**config.mk**
```make
export PLATFORM = sky130hd
export DESIGN_NAME = ddr_wr_burst_master_flat
export DESIGN_NICKNAME = d
export VERILOG_FILES = /design/src/rtl/ddr_wr_burst_master_if.sv /design/src/rtl/ddr_wr_burst_master.sv /design/src/flat_wrapper.sv
export SDC_FILE = /design/constraint.sdc
export NUM_CORES = 1
export LEC_CHECK = 0
export ABC_AREA = 1
export BUFFER_PORTS_ARGS = -buffer_cell sky130_fd_sc_hd__buf_2
export CAP_MARGIN = 10
export CORE_MARGIN = 2
export CORE_UTILIZATION = 34
export CTS_BUF_LIST = sky130_fd_sc_hd__clkbuf_2 sky130_fd_sc_hd__clkbuf_4 sky130_fd_sc_hd__clkbuf_8
export CTS_CLUSTER_SIZE = 12
export DETAILED_ROUTE_END_ITERATION = 10
export HOLD_SLACK_MARGIN = 0.12
export SYNTH_ARGS = -nofsm -noshare
export SYNTH_HDL_FRONTEND = slang
export SYNTH_SLANG_ARGS = --single-unit
```
**constraint.sdc**
```tcl
create_clock -name rd_clk -period 10 [get_ports rd_clk]
set_input_delay 2.5 -clock rd_clk [delete_from_list [all_inputs] [get_ports rd_clk]]
set_output_delay 2.5 -clock rd_clk [all_outputs]
set_load 0.02 [all_outputs]
```
**src/rtl/ddr_wr_burst_master_if.sv**
```systemverilog
// ddr_wr_burst_master_if: AXI4 write-channel bundle between the burst master
// and the DDR controller slave port.
//   AW: m_awaddr, m_awlen, m_awvalid (master) / m_awready (slave)
//   W : m_wdata, m_wlast, m_wvalid (master) / m_wready (slave)
//   B : m_bready (master) / m_bvalid, m_bresp (slave)
// m_bresp is present only when DDR_WR_BRESP_ERR_EN is defined.
interface ddr_wr_burst_master_if #(
    parameter int unsigned c_DATA_WIDTH = 32,
    parameter int unsigned c_ADDR_WIDTH = 28
);
    logic [c_ADDR_WIDTH-1:0] m_awaddr;
    logic [7:0]              m_awlen;
    logic                    m_awvalid;
    logic                    m_awready;
    logic [c_DATA_WIDTH-1:0] m_wdata;
    logic                    m_wlast;
    logic                    m_wvalid;
    logic                    m_wready;
    logic                    m_bvalid;
    logic                    m_bready;
`ifdef DDR_WR_BRESP_ERR_EN
    logic [1:0]              m_bresp;
`endif

    modport master (
        output m_awaddr, m_awlen, m_awvalid, m_wdata, m_wlast, m_wvalid, m_bready,
`ifdef DDR_WR_BRESP_ERR_EN
        input  m_bresp,
`endif
        input  m_awready, m_wready, m_bvalid
    );

    modport slave (
        input  m_awaddr, m_awlen, m_awvalid, m_wdata, m_wlast, m_wvalid, m_bready,
`ifdef DDR_WR_BRESP_ERR_EN
        output m_bresp,
`endif
        output m_awready, m_wready, m_bvalid
    );
endinterface

```
**src/rtl/ddr_wr_burst_master.sv**
```systemverilog
// ddr_wr_burst_master: drains the frame write FIFO and issues fixed-length
// AXI4 write bursts to DDR, one frame of c_FRAME_BURSTS bursts per frame_start.
//
// Ports:
//   rd_clk, rd_rst        FIFO read clock, asynchronous active-high reset
//   frame_start           pulse: start a frame at c_BASE_ADDR (ignored when busy)
//   fifo_rd_en            FIFO read enable (data returns one cycle later)
//   fifo_rd_data          FIFO read data
//   fifo_rd_empty         FIFO empty
//   fifo_rd_water_level   words available in the FIFO
//   axi                   AXI4 write channels (master modport)
//   busy                  frame in progress
//   frame_done            pulse after the final B response of a frame
//   err_cnt, err_flag     (DDR_WR_BRESP_ERR_EN only) saturating count of
//                         non-OKAY responses and sticky error flag
//
// Optional feature macro: DDR_WR_BRESP_ERR_EN.
module ddr_wr_burst_master #(
    parameter int unsigned c_DATA_WIDTH   = 32,
    parameter int unsigned c_LEVEL_WIDTH  = 11,
    parameter int unsigned c_ADDR_WIDTH   = 28,
    parameter int unsigned c_BURST_LEN    = 16,
    parameter int unsigned c_BASE_ADDR    = 0,
    parameter int unsigned c_FRAME_BURSTS = 64
) (
    input  logic                     rd_clk,
    input  logic                     rd_rst,
    input  logic                     frame_start,
    output logic                     fifo_rd_en,
    input  logic [c_DATA_WIDTH-1:0]  fifo_rd_data,
    input  logic                     fifo_rd_empty,
    input  logic [c_LEVEL_WIDTH-1:0] fifo_rd_water_level,
    ddr_wr_burst_master_if.master    axi,
    output logic                     busy,
    output logic                     frame_done
`ifdef DDR_WR_BRESP_ERR_EN
    ,
    output logic [15:0]              err_cnt,
    output logic                     err_flag
`endif
);

    localparam int unsigned CNT_W           = $clog2(c_BURST_LEN + 1);
    localparam int unsigned IDX_W           = (c_FRAME_BURSTS > 1) ? $clog2(c_FRAME_BURSTS) : 1;
    localparam int unsigned BYTES_PER_BURST = c_BURST_LEN * (c_DATA_WIDTH / 8);

    typedef enum logic [2:0] {
        S_IDLE,
        S_LEVEL,
        S_ADDR,
        S_DATA,
        S_RESP
    } state_t;

    state_t                  state_q, state_d;
    logic [CNT_W-1:0]        reads_q;
    logic [CNT_W-1:0]        beats_q;
    logic [IDX_W-1:0]        burst_idx_q;
    logic [c_DATA_WIDTH-1:0] skid_data_q [2];
    logic                    skid_wr_q;
    logic                    skid_rd_q;
    logic [1:0]              skid_cnt_q;
    logic                    rd_pending_q;
    logic [c_ADDR_WIDTH-1:0] awaddr_q;
    logic                    awvalid_q;
    logic                    bready_q;
    logic                    busy_q;
    logic                    frame_done_q;

    logic       level_ok;
    logic       last_burst;
    logic       aw_fire;
    logic       w_fire;
    logic       b_fire;
    logic [1:0] skid_occ;

    assign level_ok   = fifo_rd_water_level >= c_LEVEL_WIDTH'(c_BURST_LEN);
    assign last_burst = burst_idx_q == IDX_W'(c_FRAME_BURSTS - 1);
    assign aw_fire    = awvalid_q && axi.m_awready;
    assign w_fire     = axi.m_wvalid && axi.m_wready;
    assign b_fire     = bready_q && axi.m_bvalid;

    // Occupancy the skid will have once this cycle's pop and in-flight read
    // settle; counting the pop keeps the 2-entry buffer at 1 beat/clk.
    assign skid_occ = skid_cnt_q + {1'b0, rd_pending_q} - {1'b0, w_fire};

    assign fifo_rd_en = (state_q == S_DATA) && (reads_q < CNT_W'(c_BURST_LEN))
                        && !fifo_rd_empty && (skid_occ < 2'd2);

    // Head of the skid buffer drives W; it only moves on a handshake.
    assign axi.m_wvalid  = skid_cnt_q != 2'd0;
    assign axi.m_wdata   = skid_data_q[skid_rd_q];
    assign axi.m_wlast   = axi.m_wvalid && (beats_q == CNT_W'(c_BURST_LEN - 1));
    assign axi.m_awaddr  = awaddr_q;
    assign axi.m_awlen   = 8'(c_BURST_LEN - 1);
    assign axi.m_awvalid = awvalid_q;
    assign axi.m_bready  = bready_q;
    assign busy          = busy_q;
    assign frame_done    = frame_done_q;

    // State register
    always_ff @(posedge rd_clk or posedge rd_rst) begin
        if (rd_rst) state_q <= S_IDLE;
        else        state_q <= state_d;
    end

    // Next-state logic
    always_comb begin
        state_d = state_q;
        unique case (state_q)
            S_IDLE:  if (frame_start) state_d = S_LEVEL;
            S_LEVEL: if (level_ok) state_d = S_ADDR;
            S_ADDR:  if (aw_fire) state_d = S_DATA;
            S_DATA:  if (w_fire && axi.m_wlast) state_d = S_RESP;
            S_RESP:  if (b_fire) state_d = last_burst ? S_IDLE : S_LEVEL;
            default: state_d = S_IDLE;
        endcase
    end

    // Registered control outputs, decoded from the next state
    always_ff @(posedge rd_clk or posedge rd_rst) begin
        if (rd_rst) begin
            awvalid_q    <= 1'b0;
            bready_q     <= 1'b0;
            busy_q       <= 1'b0;
            frame_done_q <= 1'b0;
            awaddr_q     <= '0;
        end else begin
            awvalid_q    <= state_d == S_ADDR;
            bready_q     <= state_d == S_RESP;
            busy_q       <= state_d != S_IDLE;
            frame_done_q <= b_fire && last_burst;
            if (state_q == S_LEVEL && level_ok) begin
                awaddr_q <= c_ADDR_WIDTH'(c_BASE_ADDR)
                          + c_ADDR_WIDTH'(burst_idx_q) * c_ADDR_WIDTH'(BYTES_PER_BURST);
            end
        end
    end

    // Per-burst read/beat counters and frame burst index
    always_ff @(posedge rd_clk or posedge rd_rst) begin
        if (rd_rst) begin
            reads_q     <= '0;
            beats_q     <= '0;
            burst_idx_q <= '0;
        end else begin
            if (aw_fire) begin
                reads_q <= '0;
                beats_q <= '0;
            end else begin
                if (fifo_rd_en) reads_q <= reads_q + CNT_W'(1);
                if (w_fire)     beats_q <= beats_q + CNT_W'(1);
            end
            if (b_fire) burst_idx_q <= last_burst ? '0 : burst_idx_q + IDX_W'(1);
        end
    end

    // Two-entry skid buffer absorbing the one-cycle FIFO read latency
    always_ff @(posedge rd_clk or posedge rd_rst) begin
        if (rd_rst) begin
            for (int i = 0; i < 2; i++) skid_data_q[i] <= '0;
            skid_wr_q    <= 1'b0;
            skid_rd_q    <= 1'b0;
            skid_cnt_q   <= '0;
            rd_pending_q <= 1'b0;
        end else begin
            rd_pending_q <= fifo_rd_en;
            if (rd_pending_q) begin
                skid_data_q[skid_wr_q] <= fifo_rd_data;
                skid_wr_q              <= ~skid_wr_q;
            end
            if (w_fire) skid_rd_q <= ~skid_rd_q;
            skid_cnt_q <= skid_cnt_q + {1'b0, rd_pending_q} - {1'b0, w_fire};
        end
    end

`ifdef DDR_WR_BRESP_ERR_EN
    // Saturating error counter and sticky flag for non-OKAY responses
    always_ff @(posedge rd_clk or posedge rd_rst) begin
        if (rd_rst) begin
            err_cnt  <= '0;
            err_flag <= 1'b0;
        end else if (b_fire && axi.m_bresp != 2'b00) begin
            if (err_cnt != 16'hFFFF) err_cnt <= err_cnt + 16'd1;
            err_flag <= 1'b1;
        end
    end
`endif

endmodule

```
**src/flat_wrapper.sv**
```systemverilog
// flat-port wrapper written by rule: the top's interface ports become plain ports
module ddr_wr_burst_master_flat 
#(
    parameter int unsigned c_DATA_WIDTH   = 32,
    parameter int unsigned c_LEVEL_WIDTH  = 11,
    parameter int unsigned c_ADDR_WIDTH   = 28,
    parameter int unsigned c_BURST_LEN    = 16,
    parameter int unsigned c_BASE_ADDR    = 0,
    parameter int unsigned c_FRAME_BURSTS = 64
)
  (rd_clk, rd_rst, frame_start, fifo_rd_en, fifo_rd_data, fifo_rd_empty, fifo_rd_water_level, busy, frame_done, axi_m_awaddr, axi_m_awlen, axi_m_awvalid, axi_m_wdata, axi_m_wlast, axi_m_wvalid, axi_m_bready, axi_m_awready, axi_m_wready, axi_m_bvalid);
  ddr_wr_burst_master_if #(.c_DATA_WIDTH(c_DATA_WIDTH), .c_ADDR_WIDTH(c_ADDR_WIDTH)) axi_i ();
  input  logic rd_clk;
  input  logic rd_rst;
  input  logic frame_start;
  output logic fifo_rd_en;
  input  logic [c_DATA_WIDTH-1:0] fifo_rd_data;
  input  logic fifo_rd_empty;
  input  logic [c_LEVEL_WIDTH-1:0] fifo_rd_water_level;
  output logic busy;
  output logic frame_done;
  output wire logic [$bits(axi_i.m_awaddr)-1:0] axi_m_awaddr;
  output wire logic [$bits(axi_i.m_awlen)-1:0] axi_m_awlen;
  output wire logic [$bits(axi_i.m_awvalid)-1:0] axi_m_awvalid;
  output wire logic [$bits(axi_i.m_wdata)-1:0] axi_m_wdata;
  output wire logic [$bits(axi_i.m_wlast)-1:0] axi_m_wlast;
  output wire logic [$bits(axi_i.m_wvalid)-1:0] axi_m_wvalid;
  output wire logic [$bits(axi_i.m_bready)-1:0] axi_m_bready;
  input wire logic [$bits(axi_i.m_awready)-1:0] axi_m_awready;
  input wire logic [$bits(axi_i.m_wready)-1:0] axi_m_wready;
  input wire logic [$bits(axi_i.m_bvalid)-1:0] axi_m_bvalid;
  assign axi_m_awaddr = axi_i.m_awaddr;
  assign axi_m_awlen = axi_i.m_awlen;
  assign axi_m_awvalid = axi_i.m_awvalid;
  assign axi_m_wdata = axi_i.m_wdata;
  assign axi_m_wlast = axi_i.m_wlast;
  assign axi_m_wvalid = axi_i.m_wvalid;
  assign axi_m_bready = axi_i.m_bready;
  assign axi_i.m_awready = axi_m_awready;
  assign axi_i.m_wready = axi_m_wready;
  assign axi_i.m_bvalid = axi_m_bvalid;
  ddr_wr_burst_master #(.c_DATA_WIDTH(c_DATA_WIDTH), .c_LEVEL_WIDTH(c_LEVEL_WIDTH), .c_ADDR_WIDTH(c_ADDR_WIDTH), .c_BURST_LEN(c_BURST_LEN), .c_BASE_ADDR(c_BASE_ADDR), .c_FRAME_BURSTS(c_FRAME_BURSTS)) u_core (.rd_clk(rd_clk), .rd_rst(rd_rst), .frame_start(frame_start), .fifo_rd_en(fifo_rd_en), .fifo_rd_data(fifo_rd_data), .fifo_rd_empty(fifo_rd_empty), .fifo_rd_water_level(fifo_rd_water_level), .axi(axi_i), .busy(busy), .frame_done(frame_done));
endmodule
```
# Word level (Yosys, flattened, before mapping)
# Index checks and enable logic that the tools add are counted.
dict set report totals {
  reg_bits 98
  inputBits 50
}
dict set report op_classes {
  add_sub_neg 5
  order_cmp 6
  n_eq_ne 8
  mux 18
  bitwise 4
  reduce_logical 17
}
# op n
set ops {}
lappend ops {{two-way mux 32 bit} 4}
lappend ops {{bitwise mux 64 bit} 1}
lappend ops {{demux 32 bit (select 1 bit)} 1}
lappend ops {{two-way mux 5 bit} 4}
lappend ops {{two-way mux 3 bit} 5}
lappend ops {{case mux 3 bit (5 select lines)} 1}
lappend ops {{greater-or-equal comparator 11 x 5 -> 1 bit (second input constant)} 1}
lappend ops {{logical AND 1 bit} 11}
lappend ops {{adder 5 x 1 -> 5 bit (second input constant)} 2}
lappend ops {{== test 3 x 2 -> 1 bit (second input constant)} 3}
lappend ops {{adder 6 x 1 -> 6 bit (second input constant)} 1}
lappend ops {{== test 3 bit (second input constant)} 2}
lappend ops {{== test 6 bit (second input constant)} 1}
lappend ops {{two-way mux 6 bit} 1}
lappend ops {{nonzero test 2 bit} 3}
lappend ops {{== test 5 x 4 -> 1 bit (second input constant)} 1}
lappend ops {{< comparator 5 bit (second input constant)} 1}
lappend ops {{greater-or-equal comparator 2 bit (second input constant)} 2}
lappend ops {{inverter 1 -> 2 bit} 2}
lappend ops {{== test 3 x 1 -> 1 bit (second input constant)} 1}
lappend ops {{logical NOT 3 bit} 1}
lappend ops {{nonzero test 3 bit} 1}
lappend ops {{adder 2 x 1 -> 2 bit} 1}
lappend ops {{< comparator 2 x 1 -> 1 bit (second input constant)} 1}
lappend ops {{5 further kinds} 6}

# Logic depth before layout (Yosys ltp)
dict set report logic_depth {
  word_depth 7
  mapped_depth 10
}

# Worst setup path after synthesis
# No wires, ideal clock.
dict set report synth_timing {
  path_type {input to output}
  start {in axi_m_wready}
  end {out fifo_rd_en}
  arrival_ns 3.680
  t_required_ns 7.500
  setup_slack_ns 3.820
  stages 8
  cell_sequence {o21a_1 buf_2 ha_1 inv_1 ha_1 xor2_1 nand2_2 inv_2}
}
dict set report synth_via {
  elab_chain_len 4
}
# element line_no
set synth_rtl {}
lappend synth_rtl {{start: declaration} flat_wrapper.sv:30} ;# input wire logic [$bits(axi_i.m_wready)-1:0] axi_m_wready;
lappend synth_rtl {{logical AND 1 bit} ddr_wr_burst_master.sv:80} ;# assign w_fire = axi.m_wvalid && axi.m_wready;
lappend synth_rtl {{via u_core.w_fire} ddr_wr_burst_master.sv:73} ;# logic w_fire;
lappend synth_rtl {{subtractor 2 x 1 -> 2 bit} ddr_wr_burst_master.sv:85} ;# assign skid_occ = skid_cnt_q + {1'b0, rd_pending_q} - {1'b0, w_fire};
lappend synth_rtl {{< comparator 2 bit} ddr_wr_burst_master.sv:88} ;# && !fifo_rd_empty && (skid_occ < 2'd2);
lappend synth_rtl {{logical AND 1 bit} ddr_wr_burst_master.sv:88}
lappend synth_rtl {{end: declaration} flat_wrapper.sv:16} ;# output logic fifo_rd_en;
# The timed path passes the listed nets, and every way through them passes these cells.

# Worst setup path after layout
dict set report layout_timing {
  start {in axi_m_wready}
  end {out fifo_rd_en}
}
dict set report layout_via {
  elab_chain_len 4
}
# element line_no
set layout_rtl {}
lappend layout_rtl {{logical AND 1 bit} ddr_wr_burst_master.sv:80}
lappend layout_rtl {{subtractor 2 x 1 -> 2 bit} ddr_wr_burst_master.sv:85}
lappend layout_rtl {{< comparator 2 bit} ddr_wr_burst_master.sv:88}
lappend layout_rtl {{logical AND 1 bit} ddr_wr_burst_master.sv:88}
# No other way between the ends.

==> impl_metrics.yaml <==
run_status:
  status: "completed"
clocking:
  cts_inserted_buffers: 9
  clock_sinks: 98
  cts_hold_buf: 0
  clock_latency_ns: 0.37
  cts_resized: 0
  cts-htree-levels: 3
  cts_buffer_depth: 2
  clock-root-buffer: "clkbuf_8"
  path_clk_slew_ns: 0.09
  cts_tree: "built"
  post_cts_buffers: 0
timing:
  skew_ns: 0.004671
  clock.fmax_mhz: 154.3
  hold_violations: 0
  worstMarginPinSlew_ns: 1.057
  grt_setup_unrepaired: "no"
  fin_ws_ns: 3.521
  setup_tns_ns: 0
  min_period_ns: 6.479
  period_share_pct: 64.79
  finalMaxSlewViolations: 0
  setup_viol_count_final: 0
  slew_headroom_pct: 29.29
place:
  dp_slack_ns: 3.510
  portBuffers: 90
  hpwl_mm: 6.181
  gp_congestion: 0.8071
finish:
  syn2layout_area_growth_pct: 14.43
  final_util_pct: 39.85
  register_area_um2: 2452
  n_antenna_cell: 0
  fillers: 1346
  drive_gt1_share_pct: 26.73
  final_cell_mix: "nand2_1 (99), dfrtp_1 (98), buf_2 (90)"
  multi_input_area_um2: 1695
  layout_commonest_cell: "nand2_1"
  fin_nets: 643
synth:
  postSynthCellCount: 505
  syn_area_um2: 4629
  yosysUniqueCellTypes: 28
  ys_warn_count: 0
  synth_area_leaders: "dfrtp_1 (53%), nand2_1 (8.1%), mux2_2 (7.8%)"
  yosysSeqAreaShare_pct: 52.97
  syn_area_per_cell_um2: 9.167
  synth_top_area_share_pct: 52.97
  synth_largest_area_cell: "dfrtp_1"
  synth-seq-cells: 98
critical_path:
  crit_arrival_ns: 3.98
  crit_path_end_kind: "output pin"
  cp_max_fo: 8
  critPathTopFamily: "adder cells"
  slowest_delay_ns: 0.29
  required_ns: 7.50
  crit_buf_inv: 4
  worstPathCellList: "buf_2, o21a_1, ha_1, inv_1, ha_1, xor2_1, nand2_2, inv_2, buf_2"
  crit_path_start_kind: "input port"
  crit_slowest_cell: "o21a_1"
  crit_type: "input port to output pin"
detailed_routing:
  wire_per_inst_um: 11.85
  remaining_drc_errors: 0
  drt-initial-drc-count: 152
  routed_wl_mm: 9.087
  ant_nets: 0
  vias: 3358
  vias_per_cell: 4.378
  dr.pass1.iters: 4
grt:
  antenna_found_initial: 0
  grt_usage_pct: 13.26
  grt_start_max_net_pins: 65
  overflow: 0
  grt_pass1_wl_mm: 15.17
  grt_pass1_vias: 3330
floorplan:
  start_util_pct: 34.82
  core-area_um2: 13300
  fp-row-count: 42
  ios: 125
  dieArea_um2: 14560
  die_w_um: 120.7
  die_y_um: 120.7
pwr:
  p_leak_nw: 2.801
  power.density_nw_per_um2: 304.4
  ir_drop_mv: 0.1170
run:
  cap_violations: 0
min_path:
  hold_path_class: "flip-flop to flip-flop"
==> final cells by class <==
type,count,area share [%]
flip-flops and latches,98,46.29
well taps,176,4.157
clock inverters,5,1.063
repair buffers,93,8.928
multi-input cells,314,32.00
clock buffers,10,2.480
inverters,71,5.078
==> stage by stage <==
step           power (mW)  instance area (µm²)  hold slack (ns)  instances
6_report            1.613                 5298           0.4873        767
5_1_grt             1.750                 5298           0.5171        767
2_1_floorplan       1.193                 4735           0.4476        533
4_1_cts             1.642                 5298           0.4920        767
3_3_place_gp        1.353                 5110           0.4608        752
3_5_place_dp        1.379                 5110           0.4695        752
==> layer usage <==
layer / vias to the layer above / wire [µm] / track usage (%)
li1: 1681 / - / -
met1: 1568 / 4221 / 16.30
met2: 102 / 4176 / 21.89
met3: 7 / 620 / 5.283
met4: 0 / 68 / 3.052
met5: - / 0 / 0
==> worst min-delay path, stage by stage (launching register included) <==
cell and delay, ns:
dfrtp_1 0.35, nand2_1 0.05, o21ai_0 0.06
==> Yosys cell counts (all sizes together) <==
cell    count
nand3      16
buf        43
clkbuf      7
nand4       2
mux2       32
nand2     103
dfrtp      98
a21oi      12
o22ai       1
xor2        5
nor3        3
ha          6
inv        71
o21ai      69
nor2       30
o21a        2
or2         1
xnor2       2
conb        2
==> power breakdown <==
part | total, mW | leakage, nW | internal (mW) | switching (mW)
Combinational | 0.699 | 1.55 | 0.283 | 0.416
Sequential | 0.664 | 1.16 | 0.566 | 0.0981
Clock | 0.249 | 0.0955 | 0.117 | 0.133
Total | 1.61 | 2.80 | 0.966 | 0.647
==> cell families (layout without fill, tap and decap cells) <==
family / Yosys count / in the layout / synth area share, %
AO/OA/AOI/OAI: 84 / 84 / 9.784
XOR/XNOR: 7 / 7 / 1.324
adder cells (fa/ha/maj): 6 / 6 / 1.622
buffers and inverters: 121 / 179 / 12.73
flip-flops: 98 / 98 / 52.97
multiplexers: 32 / 32 / 7.784
other: 2 / 30 / 0.1622
AND/OR/NAND/NOR: 155 / 155 / 13.62
==> path summary, 6_finish.rpt <==
kind	startpoint	endpoint	slack [ns]	depth (start not counted)
setup / recovery	axi_m_wready	fifo_rd_en	3.52	9
hold / removal	u_core.skid_data_q[28]	u_core.skid_data_q[28]	0.49	2
setup reg to reg	u_core.skid_cnt_q[1]	u_core.reads_q[4]	8.02	9
hold reg to reg	u_core.skid_data_q[28]	u_core.skid_data_q[28]	0.49	2
max in group asynchronous	rd_rst	u_core.reads_q[0]	6.73	3
min in group asynchronous	rd_rst	u_core.axi.m_awaddr[9]	2.18	2
==> registers in the layout, indices dropped and copies added (netlist names), 2 cells and up <==
register,count
u_core.skid_cnt_q,2
u_core.axi.m_awaddr,6
u_core.beats_q,5
u_core.reads_q,5
u_core.skid_data_q,64
u_core.state_q,3
u_core.burst_idx_q,6
No activity file was read; power rests on OpenSTA's default activity.
